===== src/rtl/list_stream_arbiter_if.sv =====
// list_stream_arbiter_if
//   Bundles the requester-side and downstream-side stream signals of
//   list_stream_arbiter.
//   slave  : arbiter view (takes i_valid/i_data/i_ready, drives o_*)
//   master : environment view (drives i_valid/i_data/i_ready, observes o_*)
//   Signals:
//     i_valid [N]    per-requester valid, bit k = requester k
//     i_data  [N*DW] per-requester data, requester k at [k*DW +: DW]
//     o_ready [N]    per-requester ready, at most one bit high
//     o_valid        downstream valid
//     o_data  [DW]   downstream data
//     o_src   [IW]   source index of o_data
//     i_ready        downstream ready (list_cache o_ready)
interface list_stream_arbiter_if #(
    parameter int DW = 32,
    parameter int N  = 4
);
    localparam int IW = $clog2(N);

    logic [N-1:0]    i_valid;
    logic [N*DW-1:0] i_data;
    logic [N-1:0]    o_ready;
    logic            o_valid;
    logic [DW-1:0]   o_data;
    logic [IW-1:0]   o_src;
    logic            i_ready;

    modport slave (
        input  i_valid, i_data, i_ready,
        output o_ready, o_valid, o_data, o_src
    );

    modport master (
        output i_valid, i_data, i_ready,
        input  o_ready, o_valid, o_data, o_src
    );
endinterface


===== src/rtl/list_stream_arbiter.sv =====
// list_stream_arbiter
//   Round-robin arbiter sharing one downstream list_cache stream among N
//   requesters. One requester is granted at a time for up to BURST beats;
//   its beats pass through a registered output stage tagged with o_src.
//   Ports:
//     CLK      system clock, rising edge
//     RESET_N  asynchronous active-low reset
//     bus      list_stream_arbiter_if.slave (i_valid, i_data, o_ready,
//              o_valid, o_data, o_src, i_ready)
//   Build option:
//     LIST_ARB_FIXED_PRIO_EN  defined: fixed priority from index 0, ptr held
//                             at 0. Undefined: round-robin from ptr.
module list_stream_arbiter #(
    parameter int DW    = 32,
    parameter int N     = 4,
    parameter int BURST = 8
) (
    input logic                  CLK,
    input logic                  RESET_N,
    list_stream_arbiter_if.slave bus
);
    localparam int IW = $clog2(N);
    localparam int BW = $clog2(BURST + 1);

    typedef enum logic {IDLE, GRANT} state_t;

    state_t        state, state_n;
    logic [IW-1:0] owner, owner_n;
    logic [IW-1:0] ptr, ptr_n;
    logic [BW-1:0] beats, beats_n;
    logic          o_valid_q, o_valid_n;
    logic [DW-1:0] o_data_q, o_data_n;
    logic [IW-1:0] o_src_q, o_src_n;

    logic          load;
    logic          accept;
    logic          owner_valid;
    logic [DW-1:0] owner_data;
    logic [IW-1:0] start;
    logic [N-1:0]  rot;
    logic [IW-1:0] off;
    logic [IW:0]   sum;
    logic [IW-1:0] pick;
    logic          found;

    assign load = !o_valid_q || bus.i_ready;

    // Rotate the request vector so the search origin sits at bit 0, take
    // the first set bit, then map back with an explicit wrap at N.
    always_comb begin
`ifdef LIST_ARB_FIXED_PRIO_EN
        start = '0;
`else
        start = ptr;
`endif
        rot   = N'({bus.i_valid, bus.i_valid} >> start);
        found = 1'b0;
        off   = '0;
        for (int unsigned j = 0; j < N; j++) begin
            if (!found && rot[j]) begin
                found = 1'b1;
                off   = IW'(j);
            end
        end
        sum = {1'b0, start} + {1'b0, off};
        if (sum >= (IW + 1)'(N)) begin
            sum = sum - (IW + 1)'(N);
        end
        pick = sum[IW-1:0];
    end

    always_comb begin
        owner_valid = 1'b0;
        owner_data  = '0;
        for (int unsigned k = 0; k < N; k++) begin
            if (owner == IW'(k)) begin
                owner_valid = bus.i_valid[k];
                owner_data  = bus.i_data[k*DW +: DW];
            end
        end
    end

    // Ready depends only on state, owner and load; never on i_valid.
    always_comb begin
        bus.o_ready = '0;
        if (state == GRANT) begin
            bus.o_ready = {{(N-1){1'b0}}, load} << owner;
        end
    end

    always_comb begin
        state_n   = state;
        owner_n   = owner;
        ptr_n     = ptr;
        beats_n   = beats;
        o_valid_n = o_valid_q;
        o_data_n  = o_data_q;
        o_src_n   = o_src_q;
        accept    = 1'b0;
        case (state)
            IDLE: begin
                if (found) begin
                    owner_n = pick;
                    beats_n = '0;
                    state_n = GRANT;
                end
            end
            GRANT: begin
                accept = owner_valid && load;
                if (accept) begin
                    o_data_n  = owner_data;
                    o_src_n   = owner;
                    o_valid_n = 1'b1;
                    beats_n   = beats + BW'(1);
                end
                if ((accept && beats_n == BW'(BURST)) || !owner_valid) begin
                    state_n = IDLE;
`ifdef LIST_ARB_FIXED_PRIO_EN
                    ptr_n = '0;
`else
                    ptr_n = (owner == IW'(N - 1)) ? '0 : owner + IW'(1);
`endif
                end
            end
            default: state_n = IDLE;
        endcase
        // The downstream consumed (or never held) the current beat; in IDLE
        // this is what drains the last beat of the previous grant.
        if (load && !accept) begin
            o_valid_n = 1'b0;
        end
    end

    always_ff @(posedge CLK or negedge RESET_N) begin
        if (!RESET_N) begin
            state     <= IDLE;
            owner     <= '0;
            ptr       <= '0;
            beats     <= '0;
            o_valid_q <= 1'b0;
            o_data_q  <= '0;
            o_src_q   <= '0;
        end else begin
            state     <= state_n;
            owner     <= owner_n;
            ptr       <= ptr_n;
            beats     <= beats_n;
            o_valid_q <= o_valid_n;
            o_data_q  <= o_data_n;
            o_src_q   <= o_src_n;
        end
    end

    assign bus.o_valid = o_valid_q;
    assign bus.o_data  = o_data_q;
    assign bus.o_src   = o_src_q;
endmodule


===== src/flat_wrapper.sv =====
// flat-port wrapper written by rule: the top's interface ports become plain ports
module list_stream_arbiter_flat 
#(
    parameter int DW    = 32,
    parameter int N     = 4,
    parameter int BURST = 8
)
  (CLK, RESET_N, bus_i_valid, bus_i_data, bus_i_ready, bus_o_ready, bus_o_valid, bus_o_data, bus_o_src);
  list_stream_arbiter_if #(.DW(DW), .N(N)) bus_i ();
  input logic CLK;
  input logic RESET_N;
  input wire logic [$bits(bus_i.i_valid)-1:0] bus_i_valid;
  input wire logic [$bits(bus_i.i_data)-1:0] bus_i_data;
  input wire logic [$bits(bus_i.i_ready)-1:0] bus_i_ready;
  output wire logic [$bits(bus_i.o_ready)-1:0] bus_o_ready;
  output wire logic [$bits(bus_i.o_valid)-1:0] bus_o_valid;
  output wire logic [$bits(bus_i.o_data)-1:0] bus_o_data;
  output wire logic [$bits(bus_i.o_src)-1:0] bus_o_src;
  assign bus_i.i_valid = bus_i_valid;
  assign bus_i.i_data = bus_i_data;
  assign bus_i.i_ready = bus_i_ready;
  assign bus_o_ready = bus_i.o_ready;
  assign bus_o_valid = bus_i.o_valid;
  assign bus_o_data = bus_i.o_data;
  assign bus_o_src = bus_i.o_src;
  list_stream_arbiter #(.DW(DW), .N(N), .BURST(BURST)) u_core (.CLK(CLK), .RESET_N(RESET_N), .bus(bus_i));
endmodule

===== config.mk =====
export PLATFORM = sky130hd
export DESIGN_NAME = list_stream_arbiter_flat
export DESIGN_NICKNAME = d
export VERILOG_FILES = /design/src/rtl/list_stream_arbiter_if.sv /design/src/rtl/list_stream_arbiter.sv /design/src/flat_wrapper.sv
export SDC_FILE = /design/constraint.sdc
export NUM_CORES = 1
export LEC_CHECK = 0
export CAP_MARGIN = 20
export CELL_PAD_IN_SITES_DETAIL_PLACEMENT = 1
export CELL_PAD_IN_SITES_GLOBAL_PLACEMENT = 1
export CORE_AREA = 2 2 109 111
export DETAILED_ROUTE_END_ITERATION = 8
export DIE_AREA = 0 0 111 113
export PLACE_DENSITY = 0.81
export SYNTH_ARGS = -nofsm -noshare
export SYNTH_HDL_FRONTEND = slang
export SYNTH_SLANG_ARGS = --single-unit

===== constraint.sdc =====
create_clock -name CLK -period 2.85 [get_ports CLK]
set_clock_uncertainty 0.15 [all_clocks]
set_input_delay 0.855 -clock CLK [delete_from_list [all_inputs] [get_ports CLK]]
set_output_delay 0.855 -clock CLK [all_outputs]
set_load 0.005 [all_outputs]

Word-level counts from Yosys, hierarchy flattened:

Index checks and enable logic that the tools add are counted.

* bits in registers: 44
* input port bits: 135
* output and inout port bits: 39
* logic and storage cells: 70

* $add $sub $neg: 4
* magnitude comparators: 1
* eq/ne operators: 5
* shift-type cells: 2
* multiplexer cells: 29
* bitwise operators: 1
* reduce and logical (&&, ||, !) cells: 21

Operator list (number)
* $mux W32: 4
* $mux W4: 4
* $mux W1: 15
* $mux W2: 4
* $pmux W4 S2: 1
* $reduce_and A2 Y1: 4
* $shr A8 B2 Y4: 1
* $logic_and A1 B1 Y1: 6
* $logic_not A1 Y1: 6
* $add A4 B1 Y4 const B: 1
* $eq A2 B2 Y1 const B: 2
* $eq A4 B4 Y1 const B: 1
* $reduce_bool A2 Y1: 2
* $shl A1 B2 Y4: 1
* $add A2 B2 Y3: 1
* $ge A3 B3 Y1 const B: 1
* $add A2 B1 Y2 const B: 1
* $eq A2 B1 Y1 const B: 1
* $logic_not A2 Y1: 1
* $logic_or A1 B1 Y1: 2
* $ne A2 B1 Y1 const B: 1
* $pmux W1 S2: 1
* $sub A2 B1 Y2 const B: 1
* $not A1 Y1: 1

Longest topological paths before layout:

Gate-level depths: netlist (run 1).

* depth after elaboration: 14
* depth in mapped cells: 9
* mapped depth without buffers: 8

Least setup slack after synthesis (run 1):

OpenSTA, ideal clock, no wires.

* path kind: input to output
* start point: input bus_i_ready
* end point: output bus_o_ready[0]
* data arrival time: 1.340 ns
* data required time: 1.845 ns
* setup slack: 0.505 ns
* stages on the path: 3
* path buffers: 0
* cells stage by stage: nand2b_1 -> nand2_2 -> nor3_1

* word-level cells in the longest chain between the ends: 3

Ends and longest elaborated chain
* start: declaration: RTL line flat_wrapper.sv:14 `input wire logic [$bits(bus_i.i_ready)-1:0] bus_i_ready;`
* $logic_or A1 B1 Y1: RTL line list_stream_arbiter.sv:46 `assign load = !o_valid_q || bus.i_ready;`
* $shl A1 B2 Y4: RTL line list_stream_arbiter.sv:87 `bus.o_ready = {{(N-1){1'b0}}, load} << owner;`
* $mux W4: RTL line list_stream_arbiter.sv:86 `if (state == GRANT) begin`
* end: declaration: RTL line flat_wrapper.sv:15 `output wire logic [$bits(bus_i.o_ready)-1:0] bus_o_ready;`

Every way passes these cells.

Worst setup path in the final report (run 1):

* start point: input bus_i_ready
* end point: output bus_o_ready[3]

Same word-level chain as after synthesis.

==> impl_metrics.ini, run 1 <==
[sta]
clock.fmax_mhz = 373
min_period_over_period_pct = 94.1
worst_pin_slew_ns = 0.617
fin_crit_ns = 2.68
drv_slew = 0
final_hold_viol_count = 0
setup_viol_count_final = 0
slew_headroom_pct = 58.8
rsz0062_at_grt = false

[cts]
cts_tree = done
clk_pin_slew_ns = 0.06
clockBufferDepth = 2
cts_sinks = 44
worstSkewPairLatency_ns = 0.28
numCtsBuffers = 5
cts-root-buf = clkbuf_16
htree_levels = 2

[grt]
grt_pass1_wl_um = 18300
track_usage_pct = 18.0
grt_util_met3_pct = 4.45
met1_usage_pct = 20.5
overflow = 0
antenna_found_initial = 0
grt_use_met2_pct = 33.9
first_global_vias = 3634
grt_busiest_layer = met2
grt_max_degree = 35

[place]
place_congestion = 0.758
placed_area_sq_um = 5060
dp_hpwl_um = 8630
placedCellCount = 616
io_buffer_count = 173

[worst_setup_path]
cp.arrival_ns = 1.68
endpoint = bus_o_ready[3]
slowest_stage = clkdlybuf4s15_1
rr_startpoint = u_core.owner[1]
cp-start-kind = primary input
required_ns = 1.85
path_max_fanout = 5
cpPeakStageDelay_ns = 0.22
worstPathCellList = dlygate4sd2_1 > nand2b_4 > nand2_4 > nor3_2 > clkdlybuf4s15_1
reg2reg_depth = 8
worstReg2RegEnd = u_core.bus.o_data[0]
crit_type = primary input to primary output
startpoint = bus_i_ready
cp-end-kind = primary output
reg2reg_slack_ns = 0.19

[floorplanning]
die_y_um = 113
num_io_pins = 174
core_area_sq_um = 11300
die_w_um = 111
dieArea_sq_um = 12500
row_count = 39
initial_core_util_pct = 27.8

[outcome]
outcome = complete, no violations

[synth]
synthMuxAreaShare_pct = 17.1
synth_nets = 448
synthFlopType = dfrtp_1
synth-compound-area-share_pct = 21.2
yosys.area_share.xor_xnor_pct = 1.12
seq_area_frac_synth_pct = 35.1
synthArstFlopShare_pct = 100
synth_top_cells_by_count = dfrtp_1, nand2_1, nor2b_1, a221oi_1, o31ai_1
avgSynthCellArea_sq_um = 10.2
yosys-top-cells-area = dfrtp_1, mux2_4, a221oi_1
synth_cell_types = 40
synthAdderAreaFrac_pct = 2.39
yosys.area.top_type = dfrtp_1
yosysMostFrequentCell = dfrtp_1
synthCells = 307
synth_top_area_share_pct = 35.1
yosys.area_share.simple_pct = 17.7
ys_seq_elements = 44
synth_edf_count = 0
yosysWarningCount = 0
synth_top_family_by_area = compound AO/OA/AOI/OAI gates
syn_area_sq_um = 3140

[cells_and_area]
multi_input_area_sq_um = 1910
nFillCells = 1245
drive_above_1_share_pct = 16.0
instances_no_fill = 625
fin_nets = 622
fin_area_sq_um = 5250
area_growth_pct = 67.1
regArea_sq_um = 1100
antenna_cells = 0

[drt]
via_per_inst = 5.09
ant_nets = 0
drc = 0
drt_iter0_markers = 109
routedWlPerCell_um = 18.1
wirelength_um = 11300
vias = 3183
first_pass_iters = 4

[run]
drv_cap = 0

[power_and_ir_drop]
peakVddDrop_uv = 490
leakage_uw = 0.00209
p_per_area_nw_per_um2 = 1050
power.total_uw = 5510

[worst_hold_path]
hold_path_class = primary input to async pin
logic make-up after synthesis:
group,Yosys count
buffers and inverters,29
xor gates and xnor gates,4
DFF,44
muxes,38
adders and majority gates,6
AOI/OAI and AO/OA,83
and+or+nand+nor,103
critical path: cells and delay by family:
kind	cells	cell delay [ns]
buffers and inverters	2	0.43
and+or+nand+nor	3	0.39
power by group:
part / switching [uW] / internal [uW] / leakage, uW
clock: 232 / 350 / 0.0000712
sequential: 230 / 940 / 0.000543
combinational: 1610 / 2160 / 0.00148
metal layers:
| metal | vias up | share of wire [%] |
|---|---|---|
| met5 | - | 0 |
| met4 | 0 | 1.8 |
| met3 | 18 | 6.1 |
| met2 | 112 | 53 |
| met1 | 1555 | 39 |
| li1 | 1498 | - |
stage by stage:
step | hold slack, ns | utilization (%) | setup TNS [ns] | setup slack (ns)
global placement | 0.341 | 44.9 | -1.96 | -0.441
CTS | 0.198 | 46.5 | 0 | 0.0830
detailed placement | 0.346 | 44.9 | -3.69 | -0.510
global route | 0.199 | 46.5 | 0 | 0.0536
finish | 0.199 | 46.5 | 0 | 0.168
floorplan | 0.355 | - | 0 | 0.505
worst min path at each step:
stage                                        to  slack [ns]
final                     u_core.bus.o_data[10]        0.20
after global routing      u_core.bus.o_data[10]        0.20
after CTS                 u_core.bus.o_data[10]        0.20
after detailed placement  u_core.bus.o_data[30]        0.35
after global placement     u_core.bus.o_data[1]        0.34
after floorplan            u_core.bus.o_data[0]        0.36
what timing repair did:
item                                    4_1_cts  5_1_grt
endpoints found under the setup margin        4       13
pin swaps                                     1        0
resized for setup                            17        1
hold buffers                                  0        0
setup buffers                                 1        0
placed cells by master, fill, tap and decap left out, drive strengths merged, types with 2 or more instances in the layout:
master | netlist | final
clkbuf | 18 | 8
nand3 | 3 | 3
a21oi | 4 | 4
clkdlybuf4s50 | 0 | 167
nand2b | 2 | 2
nand2 | 41 | 41
a221oi | 32 | 32
nand3b | 2 | 2
o21ai | 3 | 3
a211oi | 2 | 2
nor2 | 7 | 7
xnor2 | 3 | 3
dfrtp | 44 | 44
o31ai | 32 | 32
ha | 6 | 6
nor2b | 39 | 39
o311ai | 2 | 2
clkdlybuf4s15 | 0 | 3
inv | 3 | 3
nor3 | 4 | 4
mux2i | 2 | 2
o211ai | 3 | 3
mux2 | 36 | 36
buf | 8 | 22
flip-flops by register name (all words and copies together) (netlist names):
register            cells
u_core.bus.o_data      32
u_core.owner            2
u_core.state            1
u_core.ptr              2
u_core.bus.o_src        2
u_core.beats            4
u_core.bus.o_valid      1
cell type report:
cell class / instances / area share, %
Multi-Input combinational cell: 234 / 36.5
Tap cell: 143 / 3.41
Inverter: 3 / 0.215
Clock buffer: 8 / 2.79
Timing Repair Buffer: 193 / 36.1
Sequential cell: 44 / 21.0
Note: power is estimated with default switching activity, not from simulation.
==> run 2, diff against run 1 <==
ABC_CLOCK_PERIOD_IN_PS = 2850   (was default)
==> results of run 2 <==
Same layout as run 1: the final DEF is identical, and so are final timing and power.
==> run 3, diff against run 2 <==
SKIP_LAST_GASP = 1   (was default)
==> results of run 3 <==
Same layout as run 1: the final DEF is identical, and so are final timing and power.
